$ cat config.mk
export PLATFORM = sky130hd
export DESIGN_NAME = mem_stage_lsu
export DESIGN_NICKNAME = d
export VERILOG_FILES = /design/src/rtl/pipeline_pkg.sv /design/src/rtl/lsu_align.sv /design/src/rtl/mem_stage_lsu.sv
export SDC_FILE = /design/constraint.sdc
export NUM_CORES = 1
export LEC_CHECK = 0
export CORE_AREA = 2 2 288 290
export CTS_CLUSTER_SIZE = 12
export DETAILED_ROUTE_END_ITERATION = 16
export DIE_AREA = 0 0 290 292
export PLACE_DENSITY = 0.39
export SLEW_MARGIN = 20
export SYNTH_ARGS = -nofsm -noshare
export SYNTH_HDL_FRONTEND = slang
export SYNTH_SLANG_ARGS = --single-unit
$ cat constraint.sdc
create_clock -name clk -period 25.8 [get_ports clk]
set_clock_uncertainty 0.1 [all_clocks]
set_input_delay 7.74 -clock clk [delete_from_list [all_inputs] [get_ports clk]]
set_output_delay 7.74 -clock clk [all_outputs]
set_load 0.1 [all_outputs]
$ cat src/rtl/pipeline_pkg.sv
// Shared RV64 pipeline types: EX/MEM and MEM/WB register layouts, LSU FSM states, load/store size codes.
package pipeline_pkg;

  localparam int XLEN = 64;

  localparam logic [1:0] RES_LOAD = 2'b01;

  localparam logic [1:0] SZ_B = 2'b00;
  localparam logic [1:0] SZ_H = 2'b01;
  localparam logic [1:0] SZ_W = 2'b10;
  localparam logic [1:0] SZ_D = 2'b11;

  localparam logic [2:0] F3_LB  = 3'b000;
  localparam logic [2:0] F3_LH  = 3'b001;
  localparam logic [2:0] F3_LW  = 3'b010;
  localparam logic [2:0] F3_LD  = 3'b011;
  localparam logic [2:0] F3_LBU = 3'b100;
  localparam logic [2:0] F3_LHU = 3'b101;
  localparam logic [2:0] F3_LWU = 3'b110;

  typedef enum logic [1:0] {
    IDLE,
    WAIT_GNT,
    WAIT_RD
  } lsu_state_e;

  typedef struct packed {
    logic            RegWrite;
    logic [1:0]      ResultSrc;
    logic            MemWrite;
    logic [2:0]      funct3;
    logic [XLEN-1:0] ALUResult;
    logic [XLEN-1:0] RD2;
    logic [XLEN-1:0] ImmExt;
    logic [XLEN-1:0] PCPlus4;
    logic [4:0]      Rd;
  } exmem_t;

  typedef struct packed {
    logic            RegWrite;
    logic [1:0]      ResultSrc;
    logic [XLEN-1:0] ALUResult;
    logic [XLEN-1:0] load_data;
    logic [XLEN-1:0] ImmExt;
    logic [XLEN-1:0] PCPlus4;
    logic [4:0]      Rd;
  } memwb_t;

endpackage

$ cat src/rtl/lsu_align.sv
// Combinational byte-lane steering: store byte enables/data, load extraction with sign/zero extension,
// and natural-alignment detection. Lanes shifted beyond byte 7 are dropped.
module lsu_align
  import pipeline_pkg::*;
(
  input  logic [2:0]      addr_off_i,
  input  logic [2:0]      funct3_i,
  input  logic [XLEN-1:0] rd2_i,
  input  logic [63:0]     rdata_i,
  output logic [7:0]      be_o,
  output logic [63:0]     wdata_o,
  output logic [XLEN-1:0] load_data_o,
  output logic            misaligned_o
);

  logic [7:0]  be_base;
  logic [5:0]  bit_off;
  logic [63:0] shifted;

  assign bit_off = {addr_off_i, 3'b000};

  always_comb begin
    be_base = 8'h01;
    unique case (funct3_i[1:0])
      SZ_B: be_base = 8'h01;
      SZ_H: be_base = 8'h03;
      SZ_W: be_base = 8'h0F;
      SZ_D: be_base = 8'hFF;
      default: be_base = 8'h01;
    endcase
  end

  assign be_o    = be_base << addr_off_i;
  assign wdata_o = rd2_i << bit_off;
  assign shifted = rdata_i >> bit_off;

  always_comb begin
    load_data_o = '0;
    unique case (funct3_i)
      F3_LB:   load_data_o = {{56{shifted[7]}},  shifted[7:0]};
      F3_LH:   load_data_o = {{48{shifted[15]}}, shifted[15:0]};
      F3_LW:   load_data_o = {{32{shifted[31]}}, shifted[31:0]};
      F3_LD:   load_data_o = shifted;
      F3_LBU:  load_data_o = {56'd0, shifted[7:0]};
      F3_LHU:  load_data_o = {48'd0, shifted[15:0]};
      F3_LWU:  load_data_o = {32'd0, shifted[31:0]};
      default: load_data_o = '0;
    endcase
  end

  always_comb begin
    misaligned_o = 1'b0;
    unique case (funct3_i[1:0])
      SZ_B: misaligned_o = 1'b0;
      SZ_H: misaligned_o = addr_off_i[0];
      SZ_W: misaligned_o = |addr_off_i[1:0];
      SZ_D: misaligned_o = |addr_off_i;
      default: misaligned_o = 1'b0;
    endcase
  end

endmodule

$ cat src/rtl/mem_stage_lsu.sv
// MEM-stage LSU: req/gnt/rvalid data-memory handshake, stall generation and the MEM/WB register.
// Optional MEM_MISALIGN_TRAP_EN drops misaligned accesses without issuing them and pulses misalign_o.
module mem_stage_lsu
  import pipeline_pkg::*;
(
  input  logic            clk,
  input  logic            reset,
  input  exmem_t          exmem_i,
  output memwb_t          memwb_o,
  output logic            stall_o,
  output logic            dmem_req,
  output logic            dmem_we,
  output logic [XLEN-1:0] dmem_addr,
  output logic [63:0]     dmem_wdata,
  output logic [7:0]      dmem_be,
  input  logic            dmem_gnt,
  input  logic            dmem_rvalid,
  input  logic [63:0]     dmem_rdata,
  output logic            misalign_o
);

  lsu_state_e      state_q, state_d;
  memwb_t          memwb_q, memwb_d;
  logic            misalign_q;

  logic            is_load, is_store, mem_op;
  logic            req, complete, done, trap_hit;
  logic            misaligned;
  logic [XLEN-1:0] load_data;

  assign is_store = exmem_i.MemWrite;
  assign is_load  = ~exmem_i.MemWrite & (exmem_i.ResultSrc == RES_LOAD);
  assign mem_op   = is_store | is_load;

  lsu_align u_align (
    .addr_off_i   (exmem_i.ALUResult[2:0]),
    .funct3_i     (exmem_i.funct3),
    .rd2_i        (exmem_i.RD2),
    .rdata_i      (dmem_rdata),
    .be_o         (dmem_be),
    .wdata_o      (dmem_wdata),
    .load_data_o  (load_data),
    .misaligned_o (misaligned)
  );

`ifdef MEM_MISALIGN_TRAP_EN
  assign trap_hit = mem_op & misaligned & (state_q == IDLE);
`else
  logic unused_misaligned;
  assign unused_misaligned = misaligned;
  assign trap_hit          = 1'b0;
`endif

  always_comb begin
    state_d  = state_q;
    req      = 1'b0;
    complete = 1'b0;
    unique case (state_q)
      IDLE: begin
        if (mem_op && !trap_hit) begin
          req = 1'b1;
          if (dmem_gnt) begin
            if (is_store) complete = 1'b1;
            else          state_d  = WAIT_RD;
          end else begin
            state_d = WAIT_GNT;
          end
        end
      end
      WAIT_GNT: begin
        req = 1'b1;
        if (dmem_gnt) begin
          if (is_store) begin
            complete = 1'b1;
            state_d  = IDLE;
          end else begin
            state_d = WAIT_RD;
          end
        end
      end
      WAIT_RD: begin
        if (dmem_rvalid) begin
          complete = 1'b1;
          state_d  = IDLE;
        end
      end
      default: state_d = IDLE;
    endcase
  end

  assign done      = complete | trap_hit;
  assign stall_o   = ~reset & mem_op & ~done;
  assign dmem_req  = ~reset & req;
  assign dmem_we   = is_store;
  assign dmem_addr = exmem_i.ALUResult;

  // Stalled, non-completing edges push a bubble so writeback sees nothing twice.
  always_comb begin
    memwb_d = '0;
    if (!mem_op || done) begin
      memwb_d.RegWrite  = exmem_i.RegWrite & ~trap_hit;
      memwb_d.ResultSrc = exmem_i.ResultSrc;
      memwb_d.ALUResult = exmem_i.ALUResult;
      memwb_d.load_data = (is_load && !trap_hit) ? load_data : '0;
      memwb_d.ImmExt    = exmem_i.ImmExt;
      memwb_d.PCPlus4   = exmem_i.PCPlus4;
      memwb_d.Rd        = exmem_i.Rd;
    end
  end

  always_ff @(posedge clk or posedge reset) begin
    if (reset) begin
      state_q    <= IDLE;
      memwb_q    <= '0;
      misalign_q <= 1'b0;
    end else begin
      state_q    <= state_d;
      memwb_q    <= memwb_d;
      misalign_q <= trap_hit;
    end
  end

  assign memwb_o    = memwb_q;
  assign misalign_o = misalign_q;

endmodule

==> summary.md, run 1 <==
| Metric | Value |
|---|---|
| Slew @ Worst Pin | `~1.2 ns` |
| Synth top area share | `a little over half` |
| H-tree levels | `2` |
| Drt drc | `0` |
| Initial drt markers | `a little under 500` |
| DR vias/cell | `around 4` |
| Die width | `290 µm` |
| Grt ovf | `0` |
| RSZ-0062 raised after global routing | `false` |
| Vias | `roughly 11000` |
| Total core area | `a little over 80000 µm²` |
| Final wirelength | `roughly 70000 µm` |
| Reg2reg path depth | `6` |
| R2R Setup Slk | `between 20 and 25 ns` |
| Tmin final | `19.64 ns` |
| Placer Congestion | `0.880` |
| Fin crit share | `76.1%` |
| Vias in the first global route | `between 10000 and 15000` |
| Crit Path Category | `input pin to output pin` |
| Max-cap violations | `0` |
| Post-synthesis sequential area ratio | `52.6%` |
| Launch point of the worst path | `exmem_i[198]` |
| CP peak stage delay | `around 1.2 ns` |
| Dpl cell area | `20600 µm²` |
| Post-CTS setup buffer count | `0` |
| I/O pin cnt | `740` |
| Cts hold-fix bufs | `0` |
| HP Class | `register to register` |
| Clock buffer depth | `3` |
| Commonest non-fill, non-tap cell in the layout | `clkdlybuf4s50_1` |
| Avg Inst Size Synth | `about 11 µm²` |
| Post-synth net total | `roughly 1500` |
| DPL Wire Length | `around 55000 µm` |
| Critical-path top delay cell | `clkdlybuf4s50_1` |
| TritonCTS clock tree | `yes` |
| Crit path capture | `dmem_wdata[52]` |
| Pre-antenna DRT Iters | `5` |
| Setup-failing EPs final | `0` |
| Pwr dens | `68.9 nW/µm²` |
| Site Rows | `105` |
| Crit-path most repeated cell | `buf_4` |
| Arrival @ worst endpoint | `around 12 ns` |
| Die area | `roughly 85000 µm²` |
| CTS root buf | `clkbuf_16` |
| Yosys reg bits | `around 270` |
| Core Util, Final | `26.7%` |
| Post-synth EDFFs | `0` |
| FMAX | `slightly above 0.05 GHz` |
| Clock insertion delay at the later pin of the skew report | `approximately 0.53 ns` |
| Startpoint type of the worst setup path | `input pin` |
| RR Endpoint | `memwb_o[116]` |
| Layout Nets | `2150` |
| Mapped Cells | `approximately 1200` |
| Synthesized cell area | `12600 µm²` |
| Cell variety after synth | `48` |
| Resized cells post-CTS | `0` |
| Hold Fails Final Rpt | `0` |
| TritonCTS buffer count | `34` |
| Cell taking the most area after synthesis | `dfrtp_1` |
| Share of cells above drive strength 1 | `a little over a tenth` |
| Port Buffers | `738` |
| Layout area overhead | `72.2%` |
| Initial core utilization | `approximately 16%` |
| Synth area leaders | `dfrtp_1 (53%), and2_1 (10%), mux2i_1 (6.1%)` |
| YS warnings | `0` |
| Max FO, Critical Path | `93` |
| Post-synthesis async set-or-reset flop share | `between 90% and 100%` |
| Crit Reg-Reg Startpoint | `state_q[0]` |
| Main synth FF type | `dfrtp_1` |
| Outcome | `finished clean` |
| Slew margin rel. | `22.0%` |
| CP endpoint kind | `output pin` |
| Most frequent cells in the layout | `clkdlybuf4s50_1 (719), dfrtp_1 (266), and2_1 (208)` |
| Required time of the critical path | `17.96 ns` |
| First-pass GRT wire length | `approximately 96000 µm` |
| CTS Sinks | `between 200 and 300` |
| Initial antenna violation count | `24` |
| All-Layer GR Usage | `15.6%` |
| Max-slew violation count | `0` |
| Final Cell Area | `about 22000 µm²` |
| WL/cell | `23.5 µm` |
| Setup TNS | `0 ns` |
| Clk slew on worst S/H paths | `approximately 0.050 ns` |
| VDD IR-drop max | `around 29 µV` |
| Routed Antenna Nets | `0` |
| LEAKAGE | `roughly 8.9 nW` |
| Die Y | `between 200 and 300 µm` |
| Pin count of the biggest net entering global routing | `111` |
| Cell Chain, Critical Path | `buf_4, clkinv_2, buf_4, nor2_1, a21oi_1, o21ai_0, clkdlybuf4s50_1` |
[power by group]
group          total (W)  switching (W)  internal (W)
clock network   0.000492       0.000192      0.000300
registers       0.000450     0.00000703      0.000443
logic           0.000559       0.000410      0.000149
[cell usage after synthesis, types with 4 or more instances]
cell type	instances
buf_1	4
nor2_1	82
mux2i_1	77
dfrtp_1	266
o32ai_1	9
o21ai_0	32
nand2b_1	20
buf_2	16
a21oi_2	30
nor2b_1	18
and2_1	208
a211oi_1	17
o22ai_1	8
a21oi_1	60
buf_4	66
nand2_1	80
mux2_2	52
inv_1	4
mux2_4	4
mux4_2	8
nand3_1	4
clkbuf_1	60
buf_6	4
o211ai_1	15
[stage by stage]
| step | total power, W | setup WS [ns] | cells | hold slack, ns |
|---|---|---|---|---|
| finish | 0.00150 | 6.16 | 2910 | 0.473 |
| global route | 0.00157 | 5.85 | 2908 | 0.529 |
| CTS | 0.00153 | 6.12 | 2908 | 0.484 |
| detailed placement | 0.00102 | 6.12 | 2848 | 0.470 |
| global placement | 0.00102 | 6.15 | 2848 | 0.462 |
| floorplan | 0.000847 | 6.81 | 1175 | 0.412 |
[flip-flops by register name (all words and copies together), names as in the netlist]
name     cells
state_q      2
memwb_o    264
[worst max-delay path, delay by kind of cell]
| family | cells | cell delay (ns) |
|---|---|---|
| AND/OR/NAND/NOR | 1 | 0.89 |
| buffers and inverters | 4 | 2.53 |
| AO/OA/AOI/OAI | 2 | 0.53 |
[how the worst min path moves through the flow]
stage / depth (start not counted) / end / slack [ns] / start
2_1_floorplan: 2 / state_q[0] / 0.41 / state_q[0]
3_3_place_gp: 2 / state_q[0] / 0.46 / state_q[0]
3_5_place_dp: 2 / state_q[0] / 0.47 / state_q[0]
4_1_cts: 2 / state_q[0] / 0.48 / state_q[0]
5_1_grt: 1 / state_q[1] / 0.53 / state_q[1]
6_report: 2 / state_q[0] / 0.47 / state_q[0]
[layer usage]
| layer | vias up | GRT usage, % | wire length [µm] | share of wire [%] |
|---|---|---|---|---|
| met5 | - | 0 | 187 | 0.27 |
| met4 | 30 | 3.32 | 1340 | 2.0 |
| li1 | 5146 | - | - | - |
| met1 | 5550 | 17.2 | 25900 | 38 |
| met3 | 102 | 6.25 | 6280 | 9.2 |
| met2 | 524 | 28.3 | 34600 | 51 |
[cell type report]
cell class / instances / area [µm²]
fillers: 8591 / 59800
repair buffers: 753 / 7460
flip-flops and latches: 266 / 6660
multi-input cells: 754 / 5130
well taps: 1070 / 1340
clock buffers: 49 / 997
clock inverters: 11 / 159
inverters: 5 / 27.5
diodes: 2 / 5.00
[cells by family (layout without fill, tap and decap cells)]
logic type / after synthesis / after routing / synth area share, %
AO/OA/AOI/OAI: 183 / 183 / 9.57
buffers and inverters: 155 / 818 / 6.96
flip-flops: 266 / 266 / 52.6
multiplexers: 142 / 142 / 12.7
other: 1 / 3 / 0.0297
AND/OR/NAND/NOR: 428 / 428 / 18.1
No activity file was read; power rests on OpenSTA's default activity.
==> inputs of run 2 (changes only) <==
==> constraint.sdc (replaced) <==
create_clock -name clk -period 18.5 [get_ports clk]
set_clock_uncertainty 0.1 [all_clocks]
set_input_delay 5.55 -clock clk [delete_from_list [all_inputs] [get_ports clk]]
set_output_delay 5.55 -clock clk [all_outputs]
set_load 0.1 [all_outputs]
==> summary.md, run 2 (same netlist as run 1, synthesis figures left out) <==
| Metric | Value |
|---|---|
| Outcome | `finished clean` |
| FMAX | `0.0645 GHz` |
| I/O pin cnt | `740 (unchanged)` |
| CTS root buf | `clkbuf_16` |
| Fin crit share | `a little over four fifths` |
| Crit Path Category | `input pin to output pin` |
| H-tree levels | `2 (unchanged)` |
| Final wirelength | `68500 µm (+0.36%)` |
| Setup TNS | `0 ns (unchanged)` |
| Cts hold-fix bufs | `0 (unchanged)` |
| DPL Wire Length | `54700 µm (about the same)` |
| HP Class | `register to register` |
| Total core area | `81600 µm² (unchanged)` |
| Clock buffer depth | `3 (unchanged)` |
| Routed Antenna Nets | `0 (unchanged)` |
| Max FO, Critical Path | `93 (unchanged)` |
| Max Used Layer | `met5` |
| Crit path buf inv count | `3 (-1)` |
| Required time of the critical path | `12.85 ns (-5.11 ns)` |
| Share of cells above drive strength 1 | `10.8% (+0.20 points)` |
| Drt drc | `0 (unchanged)` |
| RSZ-0062 raised after global routing | `false` |
| Core Util, Final | `26.7% (+0.055 points)` |
| Initial core utilization | `15.5% (unchanged)` |
| Site Rows | `105 (unchanged)` |
| Clk slew on worst S/H paths | `0.06 ns (about the same)` |
| Slew margin rel. | `22.6% (+0.62 points)` |
| CP peak stage delay | `1.21 ns (about the same)` |
| Initial antenna violation count | `25 (+4.2%)` |
| WL/cell | `23.5 µm (+0.29%)` |
| Pwr dens | `97.0 nW/µm² (+41%)` |
| Routed met2 length | `35100 µm (+1.5%)` |
| Final worst slack | `2.98 ns (-3.17 ns)` |
| Critical-path top delay cell | `clkdlybuf4s50_1` |
| TritonCTS clock tree | `yes` |
| Die area | `84700 µm² (unchanged)` |
| Crit path max-delay family | `buffers and inverters` |
| First-pass GRT wire length | `96500 µm (+0.92%)` |
| Port Buffers | `738 (unchanged)` |
| Commonest non-fill, non-tap cell in the layout | `clkdlybuf4s50_1` |
| Layout area overhead | `72.6%` |
| Tmin final | `around 16 ns` |
| Clock insertion delay at the later pin of the skew report | `0.51 ns (-0.02 ns)` |
| Resized cells post-CTS | `0 (unchanged)` |
| Routed met1 length | `26100 µm (+0.93%)` |
| Fill count | `8626 (+0.41%)` |
| Arrival @ worst endpoint | `9.87 ns (-1.93 ns)` |
| Initial drt markers | `549 (+13%)` |
| Slew @ Worst Pin | `1.16 ns (-0.00923 ns)` |
| Max-cap violations | `0 (unchanged)` |
| CTS Sinks | `266 (unchanged)` |
| Vias in the first global route | `12200 (+1.3%)` |
| Startpoint type of the worst setup path | `input pin` |
| VDD IR-drop max | `43.9 µV (+52%)` |
| DR vias/cell | `3.94 (+1.0%)` |
| Pin count of the biggest net entering global routing | `111 (unchanged)` |
| LEAKAGE | `8.91 nW (+0.32%)` |
| Die width | `290 µm (unchanged)` |
| Placer Congestion | `0.901 (+2.5%)` |
| CP endpoint kind | `output pin` |
| Grt ovf | `0 (unchanged)` |
| Die Y | `292 µm (unchanged)` |
| Most frequent cells in the layout | `clkdlybuf4s50_1 (719), dfrtp_1 (266), and2_1 (208)` |
| TritonCTS buffer count | `35 (+2.9%)` |
| Pre-CTS WS | `2.97 ns (-3.15 ns)` |
| Sequential Area | `6660 µm² (unchanged)` |
| Cell Chain, Critical Path | `buf_4, clkinv_2, nor2_1, a21oi_1, o21ai_0, clkdlybuf4s50_1` |
| Vias | `11500 (+1.1%)` |
| Multi-input logic area | `5140 µm² (about the same)` |
| Max reg flops | `264 (unchanged)` |
| Max-slew violation count | `0 (unchanged)` |
| WL met3 | `5980 µm (-4.7%)` |
| Pre-antenna DRT Iters | `4 (-1)` |
| Post-CTS setup buffer count | `0 (unchanged)` |
| All-Layer GR Usage | `15.8% (+0.13 points)` |
| Hold Fails Final Rpt | `0 (unchanged)` |
| Setup-failing EPs final | `0 (unchanged)` |
| Layout Nets | `2151 (+0.047%)` |
-- run 2: worst paths after layout --
check,start,to,slack (ns),cells past startpoint
max,exmem_i[198],dmem_wdata[52],2.98,6
min,state_q[0],state_q[0],0.48,2
max reg2reg,state_q[0],memwb_o[116],15.69,6
min reg2reg,state_q[0],state_q[0],0.48,2
max in group asynchronous,reset,memwb_o[142],10.75,4
min in group asynchronous,reset,memwb_o[134],5.52,2
-- run 2: through the flow --
stage	power [W]	hold slack [ns]	instances	cell area (µm²)
global placement	0.00142	0.459	2848	20600
CTS	0.00216	0.494	2911	21800
finish	0.00212	0.482	2912	21800
detailed placement	0.00142	0.485	2848	20600
floorplan	0.00118	0.412	1175	12600
global route	0.00221	0.518	2912	21800
-- run 2: worst reg2reg max path, delay by kind of cell, from the launching register on --
family | cells | cell delay, ns
buf+inv | 3 | 1.63
flops | 1 | 0.37
simple gates | 3 | 0.67
-- run 2: area by class of cell --
type	instances	area share, %
inverter	5	0.126
clock buffer	50	4.74
timing repair buffer	753	34.2
sequential	266	30.5
antenna	1	0.0115
multi-input combinational	754	23.5
tap	1070	6.14
clock inverter	13	0.780
-- run 2: metal layers --
metal	vias to the layer above	track usage, %
li1	5153	-
met1	5660	17.4
met2	528	28.9
met3	101	5.97
met4	36	2.77
met5	-	0
-- run 2: power by group --
| group | internal [W] | leakage [nW] | switching [W] | total, W |
|---|---|---|---|---|
| clock | 0.000434 | 0.595 | 0.000275 | 0.000708 |
| combinational | 0.000208 | 4.83 | 0.000573 | 0.000781 |
| sequential | 0.000617 | 3.48 | 0.00000972 | 0.000627 |
| total | 0.00126 | 8.91 | 0.000858 | 0.00212 |
